[config.mk]
export PLATFORM = sky130hd
export DESIGN_NAME = btn_conditioner
export DESIGN_NICKNAME = d
export VERILOG_FILES = /design/src/rtl/btn_pkg.sv /design/src/rtl/btn_debounce.sv /design/src/rtl/btn_conditioner.sv
export SDC_FILE = /design/constraint.sdc
export NUM_CORES = 1
export LEC_CHECK = 0
export ABC_AREA = 1
export CELL_PAD_IN_SITES_DETAIL_PLACEMENT = 0
export CELL_PAD_IN_SITES_GLOBAL_PLACEMENT = 1
export CORE_MARGIN = 1.5
export CORE_UTILIZATION = 45
export CTS_CLUSTER_DIAMETER = 200
export DETAILED_ROUTE_END_ITERATION = 6
export MAX_ROUTING_LAYER = met4
export PLACE_DENSITY_LB_ADDON = 0.2
export SYNTH_ARGS = -nofsm -noshare
export SYNTH_HDL_FRONTEND = slang
export SYNTH_SLANG_ARGS = --single-unit
[constraint.sdc]
create_clock -name clk -period 2.3 [get_ports clk]
set_clock_uncertainty 0.05 [all_clocks]
set_input_delay 0.23 -clock clk [delete_from_list [all_inputs] [get_ports clk]]
set_output_delay 0.23 -clock clk [all_outputs]
set_load 0.05 [all_outputs]
[src/rtl/btn_pkg.sv]
// btn_pkg: shared FSM state type and default timing constants for the button conditioner
package btn_pkg;
  typedef enum logic [1:0] {RELEASED, PRESSED, HELD} btn_state_t;
  localparam int unsigned CLK_HZ       = 100_000_000;
  localparam int unsigned DEB_10MS     = CLK_HZ / 100;
  localparam int unsigned HOLD_1S      = CLK_HZ;
  localparam int unsigned REPEAT_250MS = CLK_HZ / 4;
endpackage

[src/rtl/btn_debounce.sv]
// btn_debounce: two-flop synchroniser plus consecutive-sample debounce filter
// Ports: clk, reset_n (async active-low), btn_raw (raw pin), stable (debounced level),
//        rise/fall (strobes high in the cycle whose closing edge changes stable)
module btn_debounce
  import btn_pkg::*;
#(
  parameter int unsigned DEBOUNCE_CYCLES = DEB_10MS
) (
  input  logic clk,
  input  logic reset_n,
  input  logic btn_raw,
  output logic stable,
  output logic rise,
  output logic fall
);
  localparam int DW = $clog2(DEBOUNCE_CYCLES);
  logic sync1, sync2, accept;
  logic [DW-1:0] deb_cnt;
  always_comb begin
    accept = sync2 != stable && deb_cnt == DW'(DEBOUNCE_CYCLES - 1);
    rise = accept & sync2;
    fall = accept & ~sync2;
  end
  always_ff @(posedge clk or negedge reset_n)
    if (!reset_n) begin
      sync1   <= 1'b0;
      sync2   <= 1'b0;
      stable  <= 1'b0;
      deb_cnt <= '0;
    end else begin
      sync1   <= btn_raw;
      sync2   <= sync1;
      deb_cnt <= (sync2 == stable || accept) ? '0 : deb_cnt + 1'b1;
      stable  <= accept ? sync2 : stable;
    end
endmodule

[src/rtl/btn_conditioner.sv]
// btn_conditioner: debounced button with press/release/click/hold event pulses
// Ports: clk, reset_n (async active-low), btn_raw (raw pin, active high),
//        btn_level, btn_press, btn_release, btn_click, btn_hold, btn_long, btn_repeat
// Macro BTN_CONDITIONER_AUTOREPEAT_EN enables the btn_repeat pulse train while held.
module btn_conditioner
  import btn_pkg::*;
#(
  parameter int unsigned DEBOUNCE_CYCLES = DEB_10MS,
  parameter int unsigned HOLD_CYCLES     = HOLD_1S,
  parameter int unsigned REPEAT_CYCLES   = REPEAT_250MS
) (
  input  logic clk,
  input  logic reset_n,
  input  logic btn_raw,
  output logic btn_level,
  output logic btn_press,
  output logic btn_release,
  output logic btn_click,
  output logic btn_hold,
  output logic btn_long,
  output logic btn_repeat
);
  localparam int HW = $clog2(HOLD_CYCLES);
  logic rise, fall;
  btn_state_t state;
  logic [HW-1:0] hold_cnt;
  btn_debounce #(.DEBOUNCE_CYCLES(DEBOUNCE_CYCLES)) u_deb (
    .clk    (clk),
    .reset_n(reset_n),
    .btn_raw(btn_raw),
    .stable (btn_level),
    .rise   (rise),
    .fall   (fall)
  );
  always_ff @(posedge clk or negedge reset_n)
    if (!reset_n) begin
      state       <= RELEASED;
      hold_cnt    <= '0;
      btn_press   <= 1'b0;
      btn_release <= 1'b0;
      btn_click   <= 1'b0;
      btn_hold    <= 1'b0;
      btn_long    <= 1'b0;
    end else begin
      btn_press   <= rise;
      btn_release <= fall;
      btn_click   <= 1'b0;
      btn_hold    <= 1'b0;
      case (state)
        RELEASED: if (rise) begin
          state    <= PRESSED;
          hold_cnt <= '0;
        end
        PRESSED: if (fall) begin
          state     <= RELEASED;
          btn_click <= 1'b1;
        end else if (hold_cnt == HW'(HOLD_CYCLES - 1)) begin
          state    <= HELD;
          btn_hold <= 1'b1;
          btn_long <= 1'b1;
        end else hold_cnt <= hold_cnt + 1'b1;
        HELD: if (fall) begin
          state    <= RELEASED;
          btn_long <= 1'b0;
        end
        default: state <= RELEASED;
      endcase
    end
`ifdef BTN_CONDITIONER_AUTOREPEAT_EN
  localparam int RW = REPEAT_CYCLES > 1 ? $clog2(REPEAT_CYCLES) : 1;
  logic [RW-1:0] rep_cnt;
  always_ff @(posedge clk or negedge reset_n)
    if (!reset_n) begin
      rep_cnt    <= '0;
      btn_repeat <= 1'b0;
    end else begin
      btn_repeat <= 1'b0;
      if (state != HELD || fall) rep_cnt <= '0;
      else if (rep_cnt == RW'(REPEAT_CYCLES - 1)) begin
        rep_cnt    <= '0;
        btn_repeat <= 1'b1;
      end else rep_cnt <= rep_cnt + 1'b1;
    end
`else
  assign btn_repeat = 1'b0 && REPEAT_CYCLES == 0;
`endif
endmodule

Yosys cells after proc, flatten, opt, wreduce, memory -nomap -nowiden
Cells that the tools add are included.

storage, ports and cells
  word-level logic and storage cells = 55
  output and inout bits = 7
  register bits = 57
  bits of input ports = 3

operators by class
  eq/ne operators = 12
  bitwise logic cells = 3
  mux-type cells = 19
  reduce and logical (&&, ||, !) cells = 8
  add/subtract/negate cells = 2

operators by type and width
  cell                   number
  $mux 27                3
  $pmux 27 s2            1
  $add 27x1->27 const B  1
  $eq 27x27->1 const B   1
  $add 20x1->20 const B  1
  $eq 20x20->1 const B   1
  $mux 20                1
  $ne 2x2->1 const B     5
  $mux 1                 8
  $mux 2                 4
  $reduce_and 4->1       2
  $pmux 2 s3             1
  $reduce_bool 2->1      2
  $ne 3x3->1 const B     1
  $reduce_and 3->1       1
  $and 1x1->1            2
  $eq 2x1->1 const B     1
  $eq 2x2->1 const B     1
  $logic_not 2->1        1
  $pmux 1 s2             1
  $eq 1x1->1             1
  $logic_and 1x1->1      1
  $logic_or 1x1->1       1
  $ne 1x1->1             1
  $not 1->1              1

Depth between registers and ports, before layout
  depth after elaboration = 5
  gate-level depth with buffers = 11
  mapped depth without buffers = 11

By module
Synthesis repeated with hierarchy kept, for this count alone.

second synthesis, totals
  cell total of the unflattened synthesis = 511
  area total of the unflattened synthesis = 3473.3 um2

by module, submodules not included
  module           instances  cells each  area each (um2)  sequential area each (um2)
  btn_conditioner  1          335         2187.1           850.8
  btn_debounce     1          176         1286.2           575.6

Worst setup path after synthesis
OpenSTA, ideal clock, no wires.

  path type = reg-to-reg
  start point = reg u_deb.deb_cnt[0]
  end point = reg hold_cnt[13]
  required time = 2.185 ns
  library setup time = 0.065 ns
  cell stages (with the launch flop) = 12
  data arrival time = 1.580 ns
  path buffers = 2
  period minus slack after synthesis = 1.694 ns
  slack = 0.606 ns
  path through = dfrtp_1 > ha_1 > nand2_2 > nor2_8 > inv_2 > nor2_4 > nand3_2 > nand3_2 > buf_8 > buf_12 > nand3_1 > nand2_1

between the ends
  longest elaborated chain between the ends = 5
  elaborated cells on any way between the ends = 7
  those cells by class = 3 x eq/ne; 2 x bitwise; 2 x reduce/logical

ends and longest elaborated chain
  what                            line                                    RTL
  start: declaration              btn_debounce.sv:18                      logic [DW-1:0] deb_cnt;
  start signal: assignment        btn_debounce.sv:33                      deb_cnt <= (sync2 == stable || accept) ? '0 : deb_cnt + 1'b1;
  $eq 20x20->1 *                  btn_debounce.sv:20                      accept = sync2 != stable && deb_cnt == DW'(DEBOUNCE_CYCLES - 1);
  $logic_and 1x1->1 *             btn_debounce.sv:20
  $and 1x1->1 (on tied branches)  btn_debounce.sv:21, btn_debounce.sv:22
  $ne 2x2->1 (no line)            -
  $reduce_and 4->1 (no line) *    -
  end signal: assignment          btn_conditioner.sv:61                   end else hold_cnt <= hold_cnt + 1'b1;
  end: declaration                btn_conditioner.sv:26                   logic [HW-1:0] hold_cnt;

Every way passes the cells marked *; elsewhere a longest branch is shown, timed or not.
A chain may end at the register's enable or synchronous reset.

Worst setup path after layout
  start point = reg u_deb.deb_cnt[0]
  end point = reg hold_cnt[23]

The elaborated chain is that of the path after synthesis.

==> impl_summary.md <==
Hold path
Counting instances, the worst hold path has a depth of 1. The path with the worst hold slack has its endpoint at u_deb.sync1. The startpoint identified for the worst hold timing path is btn_raw. The worst hold path belongs to the class in -> reg.

Critical path
The worst setup path is launched from a flip-flop. In this run the critical register-to-register path is launched from u_deb.deb_cnt[0]. The slack of the worst reg-to-reg path is 0.29 ns. The data required time of the critical path is 2.53 ns. The arrival time reported for the critical path endpoint is 2.24 ns. The worst register-to-register path ends at hold_cnt[23]. The depth of the most critical reg-to-reg path is 10. The kind of critical path is reg -> reg. The maximum fanout count along the critical path is 15. The worst setup path is captured at a flip-flop.

STA
The highest achievable clock rate is 0.498 GHz. The share of the clock period used by the worst path after layout is 87.3%. The number of hold violations in the final report was 0. Setup violations remaining at the end of the flow were counted as 0. The worst relative slew slack is 65.6%. At the pin with the least slew margin, the transition time is 0.514 ns. Setup repair after global routing left no endpoint under its margin. The max-slew violation total from the final report is 0. The shortest period the worst path allows is between 2 and 2.5 ns. The worst hold margin is 0.257 ns. After routing, the total negative slack on setup checks comes to 0 ns.

Layout
Fill cells in the final layout number 792. The area used by sequential logic in the layout is 0.00143 mm^2. Once layout is complete, the utilization of the core stands at between 50 and 60%. The repair_antennas step left the layout with diodes totalling 0. In the final design database the tool counted between 500 and 600 nets.

The area growth from synthesis to layout is 9.93%. Of the cells placed in the final design, the portion with a size suffix greater than 1 is 10.0%. The area used by multi-input combinational logic is approximately 0.0019 mm^2.

Global route
The global-route wire length before repair is 14.8 mm. The maximum number of pins on one net before global-route repair is 32. The number of global-route vias before repair is between 3,000 and 4,000. Global routing finished with a remaining overflow of 0. The number of antenna violations at the first check in global routing was 0. In the global route stage, overall resource usage came out at 22.6%.

Yosys
The most instantiated library cell after synthesis is sky130_fd_sc_hd__nand2_1. A synthesized cell averages 7.04 um^2. The adder-cell area share of the yosys netlist is 0.685%. During synthesis, Yosys emitted a total of 0 warnings. The number of nets in the synthesized netlist is about 520.

The post-synthesis sequential element count is 57. Sorting the synthesized cells by area gives the leading types as sky130_fd_sc_hd__dfrtp_1 (39%), sky130_fd_sc_hd__nand2_1 (17%), sky130_fd_sc_hd__nor2_1 (9.1%), sky130_fd_sc_hd__nand3_1 (6.7%), sky130_fd_sc_hd__inv_1 (6.4%). The fraction of registers with async set/reset is 100%. The share of the yosys chip area belonging to registers is 39.1%.

The library cell occupying the most area in the post-synthesis netlist is sky130_fd_sc_hd__dfrtp_1. The top cell type by area accounts for about 39% of the synthesized area. Yosys mapped a number of flops with a built-in enable equal to 0.

After synthesis the cells add up to 0.00365 mm^2. After synthesis, the share of cell area in mux cells is 0%. Of the total synthesized cell area, the portion taken by AND, OR, NAND and NOR gates is between 40% and 50%. For this run, the leading register cell type out of synthesis is sky130_fd_sc_hd__dfrtp_1. The gate count of the mapped netlist is 519. The synthesized netlist contains 35 unique library cells. The complex-gate fraction of the synthesized area is under 10%. By count the netlist is led by sky130_fd_sc_hd__nand2_1 (161), sky130_fd_sc_hd__nor2_1 (89), sky130_fd_sc_hd__inv_1 (62). The largest family of logic cells by synthesized area is simple AND/OR/NAND/NOR gates. Of the total synthesized cell area, the portion taken by XOR and XNOR cells is 5.76%.

Place
Detailed placement finished with a half-perimeter wire length of roughly 6.2 mm. The number of input and output port buffers inserted is 8. At the end of routability-driven placement, the weighted congestion stood at 0.875.

Route
The remaining antenna violation count after routing is 0. After detailed routing, the number of remaining DRC violations is 0. In this run, the number of DRC markers left after iteration 0 of detailed routing was 217.

Dividing the detail-routed wire length by the instance count gives 13.3 um. The total number of vias is 3,145. The count of TritonRoute iterations in the first routing pass is 5. For this block, the routed nets add up to 8.51 mm of wire. Using the TritonRoute via totals, the vias-per-cell ratio works out to 4.91.

Clock tree
After clock tree synthesis, the clock-pin slew on the worst setup and hold paths is 0.08 ns. The total clock buffers created by CTS is 9. The source-to-sink clock delay at the later pin of the worst-skew pair is 0.35 ns.

The H-tree depth is 3. The number of buffers between clock root and the deepest sink is 2. The TritonCTS clock tree is yes. The number of setup buffers added after CTS is 0.

For this design, the sink count on the clock tree is 57. The cell sitting at the root of the clock tree is a sky130_fd_sc_hd__clkbuf_8.

Floorplan
In this run the count of I/O pins placed on the die edge is 10. In this run the vertical extent of the chip is between 90 and 100 um. The floorplan step defined a die boundary enclosing 0.00867 mm^2. In this run the standard cell core region covers 0.00781 mm^2. The floorplan row count is 32.

For this configuration, the core starts out at a cell density of about 47%. Measured along the x axis, the die boundary spans 93.1 um.

Power and ir drop
Dividing total power by cell area gives a power density of 507 mW/mm^2. The leakage dissipation is between 1.5 and 2 nW. The worst ir drop on vdd is 264 uV. The overall power is around 2.0 mW.

Status
The run finished with clean final reports.

Flow run
The tool flagged a number of max-cap violations equal to 0.
-- worst max-delay path: stages, from the launching register on --
cell and delay, ns:
sky130_fd_sc_hd__dfrtp_1 0.42, sky130_fd_sc_hd__ha_1 0.30, sky130_fd_sc_hd__nand2_2 0.13, sky130_fd_sc_hd__nor2_8 0.13, sky130_fd_sc_hd__inv_2 0.07, sky130_fd_sc_hd__nor2_4 0.12
sky130_fd_sc_hd__nand3_2 0.13, sky130_fd_sc_hd__nand3_2 0.12, sky130_fd_sc_hd__buf_4 0.26, sky130_fd_sc_hd__nand3_1 0.10, sky130_fd_sc_hd__nand2_1 0.10
-- cell usage in the layout, fill, tap and decap left out, drive strengths merged, types with 8 or more instances in the layout --
cell type	synthesis	routed
dfrtp	57	57
xor2	16	16
nor3	11	11
nand2	163	163
nand3	64	64
buf	11	8
clkbuf	1	9
inv	68	69
xnor2	8	8
nor2	95	95
-- how the worst max path moves through the flow --
| stage | cells after the start | endpoint | slack [ns] | startpoint |
|---|---|---|---|---|
| floorplan | 11 | hold_cnt[13] | 0.61 | u_deb.deb_cnt[0] |
| global placement | 10 | hold_cnt[19] | 0.39 | u_deb.deb_cnt[0] |
| detailed placement | 8 | hold_cnt[0] | 0.32 | u_deb.deb_cnt[0] |
| CTS | 10 | hold_cnt[23] | 0.29 | u_deb.deb_cnt[0] |
| global route | 10 | hold_cnt[23] | 0.07 | u_deb.deb_cnt[0] |
| finish | 10 | hold_cnt[23] | 0.29 | u_deb.deb_cnt[0] |
-- through the flow --
step	area [um^2]	instances	setup slack, ns
floorplan	3650	519	0.606
global placement	3800	624	0.394
detailed placement	3800	624	0.322
CTS	4020	641	0.289
global route	4020	641	0.0738
finish	4020	641	0.292
-- repair_timing --
item / in CTS / in global routing
endpoints found under the hold margin: 57 / 0
hold buffers: 1 / 0
resized for setup: 0 / 0
-- report_power, final --
part           internal (mW)  switching, mW
Clock                  0.509          0.466
Sequential              1.01        0.00519
Combinational         0.0113         0.0364
-- final cells by class --
class,count,area share [%]
clock buffer,9,3.09
clock inverter,7,1.96
inverter,68,6.36
multi-input combinational,382,46.5
sequential,57,35.5
tap,102,3.18
timing repair buffer,16,3.43
-- sequential cells by signal, summed over array words and instances (netlist names) --
| signal | cells |
|---|---|
| btn_long | 1 |
| u_deb.stable | 1 |
| hold_cnt | 27 |
| btn_click | 1 |
| state | 2 |
| btn_release | 1 |
| u_deb.deb_cnt | 20 |
| u_deb.sync2 | 1 |
| btn_hold | 1 |
| btn_press | 1 |
| u_deb.sync1 | 1 |
-- metal layers --
| metal | track usage, % | wire, um | vias to the layer above | part of all wire (%) |
|---|---|---|---|---|
| met4 | 8.46 | 106 | 0 | 1.2 |
| met2 | 33.6 | 3700 | 40 | 44 |
| met3 | 3.25 | 213 | 12 | 2.5 |
| met1 | 31.2 | 4490 | 1463 | 53 |
| met5 | - | 0 | - | 0 |
| li1 | - | - | 1630 | - |
-- cells by family (layout without fill, tap and decap cells) --
logic type,count (synthesis),count (layout)
buffers and inverters,80,100
other,1,1
flip-flops,57,57
AND/OR/NAND/NOR,344,344
adder cells (fa/ha/maj),2,2
AO/OA/AOI/OAI,11,11
XOR/XNOR,24,24
No activity file was read; power rests on OpenSTA's default activity.
